File: src/rtl/thz_pkg.sv
// Shared types and sizing for the THz frame buffer write path.
// Used by the write sequencer and the slot credit counter.
package thz_pkg;

    localparam int NUM_FRAMES    = 30;
    localparam int PIX_PER_FRAME = 8;
    localparam int DATA_W        = 10;
    localparam int ADDR_W        = 4;
    localparam int IDX_W         = $clog2(PIX_PER_FRAME);
    localparam int SLOT_W        = 5;

    localparam logic [SLOT_W-1:0] LAST_SLOT = SLOT_W'(NUM_FRAMES - 1);
    localparam logic [IDX_W-1:0]  LAST_IDX  = IDX_W'(PIX_PER_FRAME - 1);

    typedef struct packed {
        logic [DATA_W-1:0] pixel;
        logic [ADDR_W-1:0] addr;
    } pixel_entry_t;

    typedef enum logic {
        WAIT_SOF = 1'b0,
        CAPTURE  = 1'b1
    } wr_state_t;

    function automatic logic [SLOT_W-1:0] next_slot(input logic [SLOT_W-1:0] s);
        return (s == LAST_SLOT) ? '0 : s + SLOT_W'(1);
    endfunction

endpackage

File: src/rtl/thz_slot_credit.sv
// Counts full-but-unreleased frame slots; flags releases seen while empty.
// Shared between the write and read sequencers.
module thz_slot_credit
    import thz_pkg::*;
#(
    parameter int NUM   = NUM_FRAMES,
    parameter int CNT_W = SLOT_W
) (
    input  logic             clk,
    input  logic             rst,
    input  logic             inc_i,
    input  logic             dec_i,
    output logic [CNT_W-1:0] occupancy_o,
    output logic             full_o,
    output logic             err_release_o
);

    logic [CNT_W-1:0] occ_q, occ_d;
    logic             err_q;
    logic             dec_ok;

    assign dec_ok = dec_i && (occ_q != '0);

    // Next occupancy: a completion and a release in one cycle cancel out.
    always_comb begin
        occ_d = occ_q;
        case ({inc_i, dec_ok})
            2'b10:   occ_d = occ_q + CNT_W'(1);
            2'b01:   occ_d = occ_q - CNT_W'(1);
            default: occ_d = occ_q;
        endcase
    end

    // Counter and sticky underflow flag.
    always_ff @(posedge clk) begin
        if (rst) begin
            occ_q <= '0;
            err_q <= 1'b0;
        end else begin
            occ_q <= occ_d;
            if (dec_i && (occ_q == '0))
                err_q <= 1'b1;
        end
    end

    assign occupancy_o   = occ_q;
    assign full_o        = (occ_q == CNT_W'(NUM));
    assign err_release_o = err_q;

endmodule

File: src/rtl/thz_frame_writer.sv
// Pixel stream to frame buffer write sequencer.
// Assigns pixel index and frame slot, never overwriting an unread frame.
module thz_frame_writer
    import thz_pkg::*;
(
    input  logic              clk,
    input  logic              rst,
    input  logic              s_valid,
    output logic              s_ready,
    input  logic              s_sof,
    input  logic [DATA_W-1:0] s_data,
    input  logic [ADDR_W-1:0] s_addr,
    output logic              write_en,
    output logic [SLOT_W-1:0] frame_sel,
    output logic [IDX_W-1:0]  pixel_index_in,
    output logic [DATA_W-1:0] pixel_data_in,
    output logic [ADDR_W-1:0] pixel_addr_in,
    output logic              frame_done,
    output logic [SLOT_W-1:0] frame_done_id,
    input  logic              frame_release,
    output logic [SLOT_W-1:0] occupancy,
    output logic              err_short,
    output logic              err_release
);

    wr_state_t         state_q, state_d;
    logic [IDX_W-1:0]  idx_q, idx_d;
    logic [SLOT_W-1:0] slot_q, slot_d;

    logic              we_q;
    logic [SLOT_W-1:0] sel_q;
    logic [IDX_W-1:0]  pidx_q;
    pixel_entry_t      entry_q;
    logic              done_q;
    logic [SLOT_W-1:0] done_id_q;
    logic              short_q;

    logic              full;
    logic              acc;
    logic              wr;
    logic              last;
    logic [IDX_W-1:0]  widx;

    // Only a new frame is held off when full; a frame in progress always lands.
    assign s_ready = (state_q == CAPTURE) || !full;
    assign acc     = s_valid && s_ready;
    assign wr      = acc && ((state_q == CAPTURE) || s_sof);
    assign widx    = s_sof ? '0 : idx_q;
    assign last    = wr && (widx == LAST_IDX);

    // Frame FSM with pixel index and slot counters.
    always_comb begin
        state_d = state_q;
        idx_d   = idx_q;
        slot_d  = slot_q;
        if (last) begin
            state_d = WAIT_SOF;
            idx_d   = '0;
            slot_d  = next_slot(slot_q);
        end else if (wr) begin
            state_d = CAPTURE;
            idx_d   = widx + IDX_W'(1);
        end
    end

    // Sequencer state registers.
    always_ff @(posedge clk) begin
        if (rst) begin
            state_q <= WAIT_SOF;
            idx_q   <= '0;
            slot_q  <= '0;
        end else begin
            state_q <= state_d;
            idx_q   <= idx_d;
            slot_q  <= slot_d;
        end
    end

    // Write port register stage; fields hold between strobes.
    always_ff @(posedge clk) begin
        if (rst) begin
            we_q      <= 1'b0;
            sel_q     <= '0;
            pidx_q    <= '0;
            entry_q   <= '0;
            done_q    <= 1'b0;
            done_id_q <= '0;
            short_q   <= 1'b0;
        end else begin
            we_q    <= wr;
            done_q  <= last;
            short_q <= acc && s_sof && (state_q == CAPTURE);
            if (wr) begin
                sel_q         <= slot_q;
                pidx_q        <= widx;
                entry_q.pixel <= s_data;
                entry_q.addr  <= s_addr;
            end
            if (last)
                done_id_q <= slot_q;
        end
    end

    thz_slot_credit u_credit (
        .clk           (clk),
        .rst           (rst),
        .inc_i         (last),
        .dec_i         (frame_release),
        .occupancy_o   (occupancy),
        .full_o        (full),
        .err_release_o (err_release)
    );

    assign write_en       = we_q;
    assign frame_sel      = sel_q;
    assign pixel_index_in = pidx_q;
    assign pixel_data_in  = entry_q.pixel;
    assign pixel_addr_in  = entry_q.addr;
    assign frame_done     = done_q;
    assign frame_done_id  = done_id_q;
    assign err_short      = short_q;

endmodule

File: config.mk
export PLATFORM = sky130hd
export DESIGN_NAME = thz_frame_writer
export DESIGN_NICKNAME = d
export VERILOG_FILES = /design/src/rtl/thz_pkg.sv /design/src/rtl/thz_slot_credit.sv /design/src/rtl/thz_frame_writer.sv
export SDC_FILE = /design/constraint.sdc
export NUM_CORES = 1
export LEC_CHECK = 0
export ABC_AREA = 0
export BUFFER_PORTS_ARGS = -buffer_cell sky130_fd_sc_hd__buf_2
export CAP_MARGIN = 15
export CORE_UTILIZATION = 40
export CTS_CLUSTER_DIAMETER = 100
export DETAILED_ROUTE_END_ITERATION = 10
export PLACE_DENSITY = 0.66
export SETUP_SLACK_MARGIN = 0.02
export SYNTH_ARGS = -nofsm -noshare
export SYNTH_HDL_FRONTEND = slang
export SYNTH_HIERARCHICAL = 1
export SYNTH_SLANG_ARGS = --single-unit
export TNS_END_PERCENT = 20
File: constraint.sdc
create_clock -name clk -period 2.8 [get_ports clk]
set_input_delay 0.28 -clock clk [delete_from_list [all_inputs] [get_ports clk]]
set_output_delay 0.28 -clock clk [all_outputs]
set_load 0.1 [all_outputs]
==> impl_metrics.py, run 1 <==
metrics = {
    "status": {
        "outcome": "finished, final reports clean",
    },
    "job": {
        "timing.max_cap.violations": 0,
    },
    "timing": {
        "fmax_mhz": 373.2,
        "fin_worst_skew_ns": 0.008412,
        "fin_crit_sh_pct": 95.70,
        "finalCriticalPeriod_ns": 2.680,
        "worstMarginPinSlew_ns": 0.5006,
        "setup_violations": 0,
        "final.setup.tns_ns": 0,
        "relSlewSlack_pct": 66.62,
        "finalMaxSlewViolations": 0,
        "hold_viol": 0,
    },
    "power": {
        "vdd_ir_drop_max_mv": 0.2271,
        "power_density_mw_per_mm2": 507.7,
        "leakagePower_nw": 1.059,
        "p_total_w": 0.001243,
    },
    "drt": {
        "wirelength_um": 4135,
        "post_drt_wl_per_cell_um": 11.45,
        "dr.pass1.iters": 4,
        "ant_nets": 0,
        "drc": 0,
        "drtIter0Drc": 85,
        "avgViaCountPerCell": 4.873,
        "vias": 1759,
    },
    "clocking": {
        "ctsHtreeMaxLevel": 2,
        "cts_root_buf": "clkbuf_8",
        "hold_buffers": 0,
        "cts_num_sinks": 45,
        "clock_path_buffers": 2,
        "clk_pin_slew_worst_paths_ns": 0.09,
        "cts-buffers-inserted": 5,
        "cts_tree": "done",
        "clk_latency_ns": 0.31,
    },
    "global_routing": {
        "antenna_found_initial": 0,
        "grt_max_degree": 30,
        "grt-ovfl-total": 0,
        "grt_pass1_wl_um": 6886,
        "grt_pass1_vias": 1526,
        "gr-usage-all-layers_pct": 16.88,
    },
    "worst_setup_path": {
        "cp-start-kind": "register",
        "critPathCaptureType": "register",
        "cp_data_arrival_time_ns": 2.88,
        "required_ns": 3.00,
        "cp_max_fo": 10,
        "path_class": "reg2reg",
    },
    "synthesis": {
        "synth_cells": 237,
        "syn_nets": 264,
        "netlist_area_mm2": 0.001969,
        "async_reset_ff_share_pct": 0,
        "synth_edf_count": 0,
        "synth_seq_area_share_pct": 45.74,
        "synth.distinct_cells": 40,
        "ys_seq_elements": 45,
        "synth_ff_type": "dfxtp_1",
        "syn_area_per_cell_um2": 8.310,
        "ys_warn_count": 6,
    },
    "worst_hold_path": {
        "min_path_type": "in2reg",
    },
    "finish": {
        "fin_nets": 320,
        "area_growth_pct": 24.33,
        "stdcell_count": 361,
        "antenna_cells": 0,
        "drive_gt1_share_pct": 30.27,
    },
    "die": {
        "ioPinCount": 56,
        "die_x_um": 72.17,
        "dieArea_mm2": 0.005208,
        "row_count": 25,
        "fp.coreArea_mm2": 0.004723,
        "start_util_pct": 41.70,
        "die_h_um": 72.17,
    },
    "placed_design": {
        "numPortBuffers": 55,
        "placed_cells": 351,
        "dp_hpwl_um": 2805,
        "gp_congestion": 0.8317,
    },
}
==> stage by stage <==
step,util (%),area [um2],hold WS (ns),setup WS (ns)
final,51.84,2449,0.1999,0.1205
after global routing,51.84,2449,0.1883,-0.01871
after floorplan,-,2016,0.3599,-0.08583
after global placement,49.22,2325,0.4394,0.1373
after CTS,51.15,2416,0.1911,0.1242
after detailed placement,49.22,2325,0.4435,0.009843
==> area by class of cell <==
type                    instances  area, um2
inverters                       3      11.26
clock buffers                   5      68.82
well taps                      67      83.83
multi-input cells             174       1002
repair buffers                 64      342.8
flip-flops and latches         45      917.1
fillers                       487       2275
clock inverters                 3      22.52
==> synthesized netlist by cell type, types with 2 or more instances <==
master    count  area share [%]
ha_1          8             5.1
nor2_1       14             2.7
nand3b_1      4             1.5
dfxtp_1      45              46
xor2_1        3             1.3
o21ai_0       4             1.0
nand2b_1      3            0.95
inv_1         2            0.38
buf_6         2             1.1
nand3_1       3            0.76
and2b_1       3             1.1
nor3_1        4             1.0
buf_2         3            0.76
a21oi_1      39             9.9
or3_1         5             1.6
nand2_1      61              12
nor2b_1       3            0.95
buf_4         4             1.5
clkbuf_1      6             1.1
==> registers in the layout (all words and copies together) (netlist names) <==
signal	flops
u_credit/err_release_o	1
write_en	1
u_credit/occupancy_o	5
state_q	1
frame_done	1
pixel_addr_in	4
frame_sel	5
idx_q	3
pixel_index_in	3
frame_done_id	5
err_short	1
slot_q	5
pixel_data_in	10
==> where the power goes <==
group | switching (W) | internal [W]
clock network | 0.000231 | 0.000177
logic | 0.000141 | 0.0000346
registers | 0.00000781 | 0.000651
total | 0.000380 | 0.000863
==> layout by cell type (no fill, tap or decap), types with 2 or more instances in the layout <==
master,n
nand2_1,61
buf_2,55
dfxtp_1,40
a21oi_1,39
nor2_1,12
buf_4,9
ha_1,6
or3_1,5
clkbuf_8,5
nand3b_1,4
nor3_1,4
dfxtp_4,4
and2b_1,3
nand2b_1,3
o21ai_0,3
nand3_1,3
inv_2,2
clkinv_4,2
nor2b_1,2
xor2_1,2
==> cells by family (layout without fill, tap and decap cells) <==
| group | after synthesis | after routing | synth area share, % |
|---|---|---|---|
| AND/OR/NAND/NOR | 109 | 109 | 26.30 |
| AO/OA/AOI/OAI | 52 | 52 | 15.31 |
| flip-flops | 45 | 45 | 45.74 |
| buffers and inverters | 18 | 75 | 5.146 |
| adder cells (fa/ha/maj) | 8 | 8 | 5.083 |
| XOR/XNOR | 3 | 3 | 1.334 |
| multiplexers | 2 | 2 | 1.080 |
==> path summary, 6_finish.rpt <==
path                                           endpoint  slack, ns                    start  depth (start not counted)
worst max-delay path            u_credit/occupancy_o[4]       0.12  u_credit/occupancy_o[1]                         13
worst min-delay path                   pixel_data_in[6]       0.20                s_data[6]                          3
worst max register to register  u_credit/occupancy_o[4]       0.12  u_credit/occupancy_o[1]                         13
worst min register to register         pixel_data_in[6]       0.45         pixel_data_in[6]                          2
==> timing repair <==
action	CTS	global route
gates resized for setup	0	4
buffers inserted	0	2
endpoints found under the setup margin	0	1
endpoints found under the hold margin	0	0
==> layer usage <==
metal  vias to the layer above  track usage (%)  part of all wire (%)
met2                        33            27.00                    48
met5                         -                0                     0
met1                       808            21.06                    47
li1                        912                -                     -
met4                         0            7.190                   1.6
met3                         6            5.139                   3.9
==> worst max-delay path: stages, from the launching register on <==
cell      delay (ns)
dfxtp_4         0.42
nand4_1         0.17
nor2_4          0.18
nor2b_4         0.07
o211ai_4        0.19
inv_2           0.06
inv_2           0.07
ha_4            0.18
xor2_2          0.15
ha_2            0.22
nor2b_2         0.14
o21ai_1         0.07
a311oi_1        0.30
mux2_1          0.34
Note: power is estimated with default switching activity, not from simulation.
==> run 2: changes to the inputs <==
--- a/config.mk
+++ b/config.mk
@@ -8,6 +8,7 @@
 export ABC_AREA = 0
 export BUFFER_PORTS_ARGS = -buffer_cell sky130_fd_sc_hd__buf_2
 export CAP_MARGIN = 15
+export CORE_ASPECT_RATIO = 0.8
 export CORE_UTILIZATION = 40
 export CTS_CLUSTER_DIAMETER = 100
 export DETAILED_ROUTE_END_ITERATION = 10
==> run 2 against run 1 <==
Critical path depth down 3. Setup slack better by 0.029 ns. Total power down 0.42%. Cell count down 2.5%. Sequential share of layout area up 0.64 points. Sequential power about the same. Maximum frequency up 1.1%. Largest cell class unchanged. Highest routed layer unchanged.
==> impl_metrics.py, run 2 (synthesized netlist as in run 1, its figures left out) <==
metrics = {
    "finish": {
        "largest_register_ffs": 10,
        "final_cell_mix": "nand2_1 (61), buf_2 (55), dfxtp_1 (40)",
        "finalInstanceArea_mm2": 0.002407,
        "antenna_cells": 0,
        "fin_nets": 318,
        "layout_commonest_cell": "nand2_1",
        "drive_gt1_share_pct": 29.11,
        "area_growth_pct": 22.24,
    },
    "power": {
        "clkPwrFrac_pct": 32.6,
        "p_total_w": 0.001238,
        "leakagePower_nw": 1.045,
        "seq_power_share_pct": 53.2,
        "combPwrFrac_pct": 14.1,
        "vdd_ir_drop_max_mv": 0.3390,
        "sw_frac_of_total_pct": 30.34,
        "p_int_w": 0.0008623,
        "power_density_mw_per_mm2": 514.2,
        "power_switching_w": 0.0003756,
    },
    "global_routing": {
        "gr-usage-all-layers_pct": 16.66,
        "grt_max_degree": 35,
        "grt-ovfl-total": 0,
        "antenna_found_initial": 0,
        "grt_pass1_wl_um": 6665,
        "grt_pass1_vias": 1413,
    },
    "placed_design": {
        "numPortBuffers": 55,
        "placed_area_mm2": 0.002308,
        "dp_hpwl_um": 2862,
        "gp_congestion": 0.8415,
    },
    "timing": {
        "relSlewSlack_pct": 45.82,
        "fin_crit_sh_pct": 94.64,
        "hold_viol": 0,
        "fmax_mhz": 377.4,
        "finalMaxSlewViolations": 0,
        "worstMarginPinSlew_ns": 0.8127,
        "finalCriticalPeriod_ns": 2.650,
        "setup_violations": 0,
        "fin_worst_skew_ns": 0.004663,
    },
    "worst_setup_path": {
        "critPathCaptureType": "register",
        "crit_cells": 10,
        "cp-start-kind": "register",
        "critical-path-top-delay-family": "simple AND/OR/NAND/NOR gates",
        "critPathBufInv": 0,
        "cp_max_fo": 10,
        "crit_chain": "or4_1 > nor2_1 > nor2b_1 > ha_4 > xor2_1 > ha_2 > nor2b_1 > o21ai_1 > a311oi_1 > mux2_1",
        "r2r_cells": 10,
        "path_class": "reg2reg",
        "critPathSlowestCell": "or4_1",
        "cp_common_cell": "nor2b_1",
        "cp_data_arrival_time_ns": 2.84,
        "slowest_delay_ns": 0.52,
        "required_ns": 2.99,
    },
    "die": {
        "start_util_pct": 42.33,
        "dieArea_mm2": 0.005210,
        "die_x_um": 80.45,
        "die_h_um": 64.76,
        "ioPinCount": 56,
        "fp.coreArea_mm2": 0.004652,
        "row_count": 22,
    },
    "drt": {
        "drtIter0Drc": 93,
        "wirelength_um": 4134,
        "avgViaCountPerCell": 4.912,
        "dr.pass1.iters": 4,
        "post_drt_wl_per_cell_um": 11.74,
        "drc": 0,
        "vias": 1729,
        "ant_nets": 0,
    },
    "clocking": {
        "cts_num_sinks": 45,
        "cts_tree": "done",
        "clk_latency_ns": 0.30,
        "ctsHtreeMaxLevel": 2,
        "cts_root_buf": "clkbuf_8",
        "clock_path_buffers": 2,
        "hold_buffers": 0,
        "clk_pin_slew_worst_paths_ns": 0.09,
        "cts-buffers-inserted": 5,
    },
    "status": {
        "outcome": "finished, final reports clean",
    },
    "worst_hold_path": {
        "min_path_type": "in2reg",
        "hold_depth": 3,
    },
    "job": {
        "timing.max_cap.violations": 0,
    },
}
run 2: cell types whose count changed in the layout (fill, tap and decap cells not counted), sizes merged:
cell	delta
inv	+2
clkinv	-2
buf	-2
run 2: tightest hold or removal path: stages:
cell,delay [ns]
buf_2,0.09
nand2_1,0.04
a21oi_1,0.05
run 2: worst paths after layout:
path,start,to,slack [ns]
worst max-delay path,u_credit/occupancy_o[1],u_credit/occupancy_o[4],0.15
worst min-delay path,s_data[5],pixel_data_in[5],0.21
worst max register to register,u_credit/occupancy_o[1],u_credit/occupancy_o[4],0.15
worst min register to register,frame_sel[4],frame_sel[4],0.45
run 2: power groups by stage:
stage / Sequential, W / Clock, W / Combinational [W]
after floorplan: 0.000769 / 0 / 0.0000466
after global routing: 0.000661 / 0.000444 / 0.000186
final: 0.000659 / 0.000404 / 0.000175
after global placement: 0.000674 / 0 / 0.000175
after detailed placement: 0.000674 / 0 / 0.000176
after CTS: 0.000659 / 0.000418 / 0.000176
run 2: layer usage:
metal / vias to the layer above / global-route usage (%) / part of all wire, %
met5: - / 0 / 0
met4: 0 / 6.696 / 1.4
met3: 7 / 4.507 / 4.4
met2: 35 / 24.36 / 43
met1: 775 / 23.00 / 51
li1: 912 / - / -
run 2: area by class of cell:
class	instances	area (um2)
clock inverters	3	20.02
fillers	455	2245
flip-flops and latches	45	917.1
clock buffers	5	68.82
repair buffers	62	327.8
well taps	60	75.07
multi-input cells	174	987.2
inverters	3	11.26
run 2: metrics by stage:
stage,util [%],worst slack [ns],hold slack [ns],setup TNS [ns],instances
final,51.75,0.1500,0.2071,0,352
after detailed placement,49.62,0.04830,0.4421,0,343
after CTS,51.53,0.1681,0.2002,0,351
after floorplan,-,-0.08583,0.3599,-0.08583,237
after global routing,51.75,-0.001827,0.1992,-0.001827,352
after global placement,49.62,0.1107,0.4369,0,343
run 2: timing repair:
item | 4_1_cts | 5_1_grt
gates resized for setup | 0 | 1
setup buffers | 0 | 1
setup endpoints to repair | 0 | 1
==> run 3: changes to the inputs <==
--- a/config.mk
+++ b/config.mk
@@ -13,6 +13,7 @@
 export CTS_CLUSTER_DIAMETER = 100
 export DETAILED_ROUTE_END_ITERATION = 10
 export PLACE_DENSITY = 0.66
+export RECOVER_POWER = 25
 export SETUP_SLACK_MARGIN = 0.02
 export SYNTH_ARGS = -nofsm -noshare
 export SYNTH_HDL_FRONTEND = slang
==> run 3 against run 2 <==
Global-route usage stayed put. Cell count is the same. Combinational power barely moved. Critical endpoint unchanged. Highest routed layer unchanged.
==> impl_metrics.py, run 3 (synthesized netlist as in run 1, its figures left out) <==
metrics = {
    "status": {
        "outcome": "finished, final reports clean",
    },
    "global_routing": {
        "grt_max_degree": 35,
        "grt_pass1_vias": 1413,
        "grt-ovfl-total": 0,
        "gr-usage-all-layers_pct": 16.66,
        "grt_pass1_wl_um": 6665,
        "antenna_found_initial": 0,
    },
    "drt": {
        "avgViaCountPerCell": 4.909,
        "post_drt_wl_per_cell_um": 11.83,
        "vias": 1728,
        "drtIter0Drc": 94,
        "dr.pass1.iters": 4,
        "ant_nets": 0,
        "drc": 0,
        "wirelength_um": 4165,
    },
    "timing": {
        "setup_violations": 0,
        "worstMarginPinSlew_ns": 1.182,
        "final.setup.worst_slack_ns": 0.1495,
        "fmax_mhz": 377.3,
        "relSlewSlack_pct": 21.57,
        "finalMaxSlewViolations": 0,
        "final.setup.tns_ns": 0,
        "fin_crit_sh_pct": 94.66,
        "finalCriticalPeriod_ns": 2.650,
        "hold_viol": 0,
        "whs_ns": 0.2075,
        "fin_worst_skew_ns": 0.004386,
    },
    "worst_setup_path": {
        "crit_cells": 10,
        "cp-startpoint": "u_credit/occupancy_o[1]",
        "critPathBufInv": 0,
        "cp_data_arrival_time_ns": 2.84,
        "crit_chain": "or4_1 > nor2_1 > nor2b_1 > ha_4 > xor2_1 > ha_2 > nor2b_1 > o21ai_1 > a311oi_1 > mux2_1",
        "critPathCaptureType": "register",
        "r2r_cells": 10,
        "critPathSlowestCell": "or4_1",
        "required_ns": 2.99,
        "cp_common_cell": "nor2b_1",
        "cp-start-kind": "register",
        "r2r_start": "u_credit/occupancy_o[1]",
        "path_class": "reg2reg",
        "cp-endpoint": "u_credit/occupancy_o[4]",
        "worstReg2RegEnd": "u_credit/occupancy_o[4]",
        "rrSetupSlack_ns": 0.15,
        "critical-path-top-delay-family": "simple AND/OR/NAND/NOR gates",
        "slowest_delay_ns": 0.52,
        "cp_max_fo": 10,
    },
    "clocking": {
        "cts-buffers-inserted": 5,
        "cts_num_sinks": 45,
        "ctsHtreeMaxLevel": 2,
        "cts_root_buf": "clkbuf_8",
        "clock_path_buffers": 2,
        "clk_latency_ns": 0.30,
        "clk_pin_slew_worst_paths_ns": 0.09,
        "cts_tree": "done",
    },
    "worst_hold_path": {
        "hold_depth": 3,
        "min_path_type": "in2reg",
    },
    "finish": {
        "largest_register_ffs": 10,
        "finalInstanceArea_mm2": 0.002384,
        "stdcell_count": 352,
        "layout_commonest_cell": "nand2_1",
        "final_cell_mix": "nand2_1 (61), dfxtp_1 (40), a21oi_1 (39)",
        "drive_gt1_share_pct": 22.95,
        "fin_nets": 318,
        "antenna_cells": 0,
        "area_growth_pct": 21.03,
    },
    "placed_design": {
        "placed_cells": 343,
        "placed_area_mm2": 0.002308,
        "gp_congestion": 0.8415,
        "dp_hpwl_um": 2862,
        "preCtsSetupSlack_ns": 0.04830,
        "numPortBuffers": 55,
    },
    "die": {
        "die_x_um": 80.45,
        "dieArea_mm2": 0.005210,
        "fp.coreArea_mm2": 0.004652,
        "start_util_pct": 42.33,
        "row_count": 22,
        "die_h_um": 64.76,
        "ioPinCount": 56,
    },
    "power": {
        "power_density_mw_per_mm2": 518.5,
        "leakagePower_nw": 0.9769,
        "vdd_ir_drop_max_mv": 0.3388,
    },
    "job": {
        "timing.max_cap.violations": 0,
    },
}
-- run 3: area by class of cell --
type / instances / area [um2]
Fill cell: 464 / 2268
Multi-Input combinational cell: 174 / 984.7
Sequential cell: 45 / 917.1
Timing Repair Buffer: 62 / 306.5
Tap cell: 60 / 75.07
Clock buffer: 5 / 68.82
Clock inverter: 3 / 20.02
Inverter: 3 / 11.26
-- run 3: worst min path at each step --
stage / start / end / slack, ns
floorplan: rst / write_en / 0.36
global placement: idx_q[2] / idx_q[2] / 0.44
detailed placement: idx_q[2] / idx_q[2] / 0.44
CTS: s_data[6] / pixel_data_in[6] / 0.20
global route: s_data[2] / pixel_data_in[2] / 0.20
finish: s_data[5] / pixel_data_in[5] / 0.21
-- run 3: layer usage --
metal | vias to the layer above | global-route usage [%] | routed length (um)
li1 | 910 | - | -
met1 | 773 | 23.00 | 2123
met2 | 38 | 24.36 | 1795
met3 | 7 | 4.507 | 188
met4 | 0 | 6.696 | 57
met5 | - | 0 | 0
-- run 3: repair_timing --
item                                    CTS  global route
setup buffers                             0             1
endpoints found under the setup margin    0             1
resized for setup                         0             1
hold buffers                              0             0
endpoints found under the hold margin     0             0
-- run 3: through the flow --
step / power (W) / utilization [%]
2_1_floorplan: 0.0008157 / -
3_3_place_gp: 0.0008488 / 49.62
3_5_place_dp: 0.0008505 / 49.62
4_1_cts: 0.001254 / 51.53
5_1_grt: 0.001290 / 51.24
6_report: 0.001236 / 51.24
-- run 3: worst reg2reg max path, stage by stage, from the launching register on --
cell	delay [ns]
dfxtp_4	0.39
or4_1	0.52
nor2_1	0.13
nor2b_1	0.10
ha_4	0.19
xor2_1	0.16
ha_2	0.21
nor2b_1	0.14
o21ai_1	0.07
a311oi_1	0.30
mux2_1	0.34
-- run 3: report_power, final --
group	total, W	internal, W	switching [W]
clock	0.000404	0.000178	0.000226
sequential	0.000659	0.000651	0.00000820
combinational	0.000173	0.0000314	0.000141
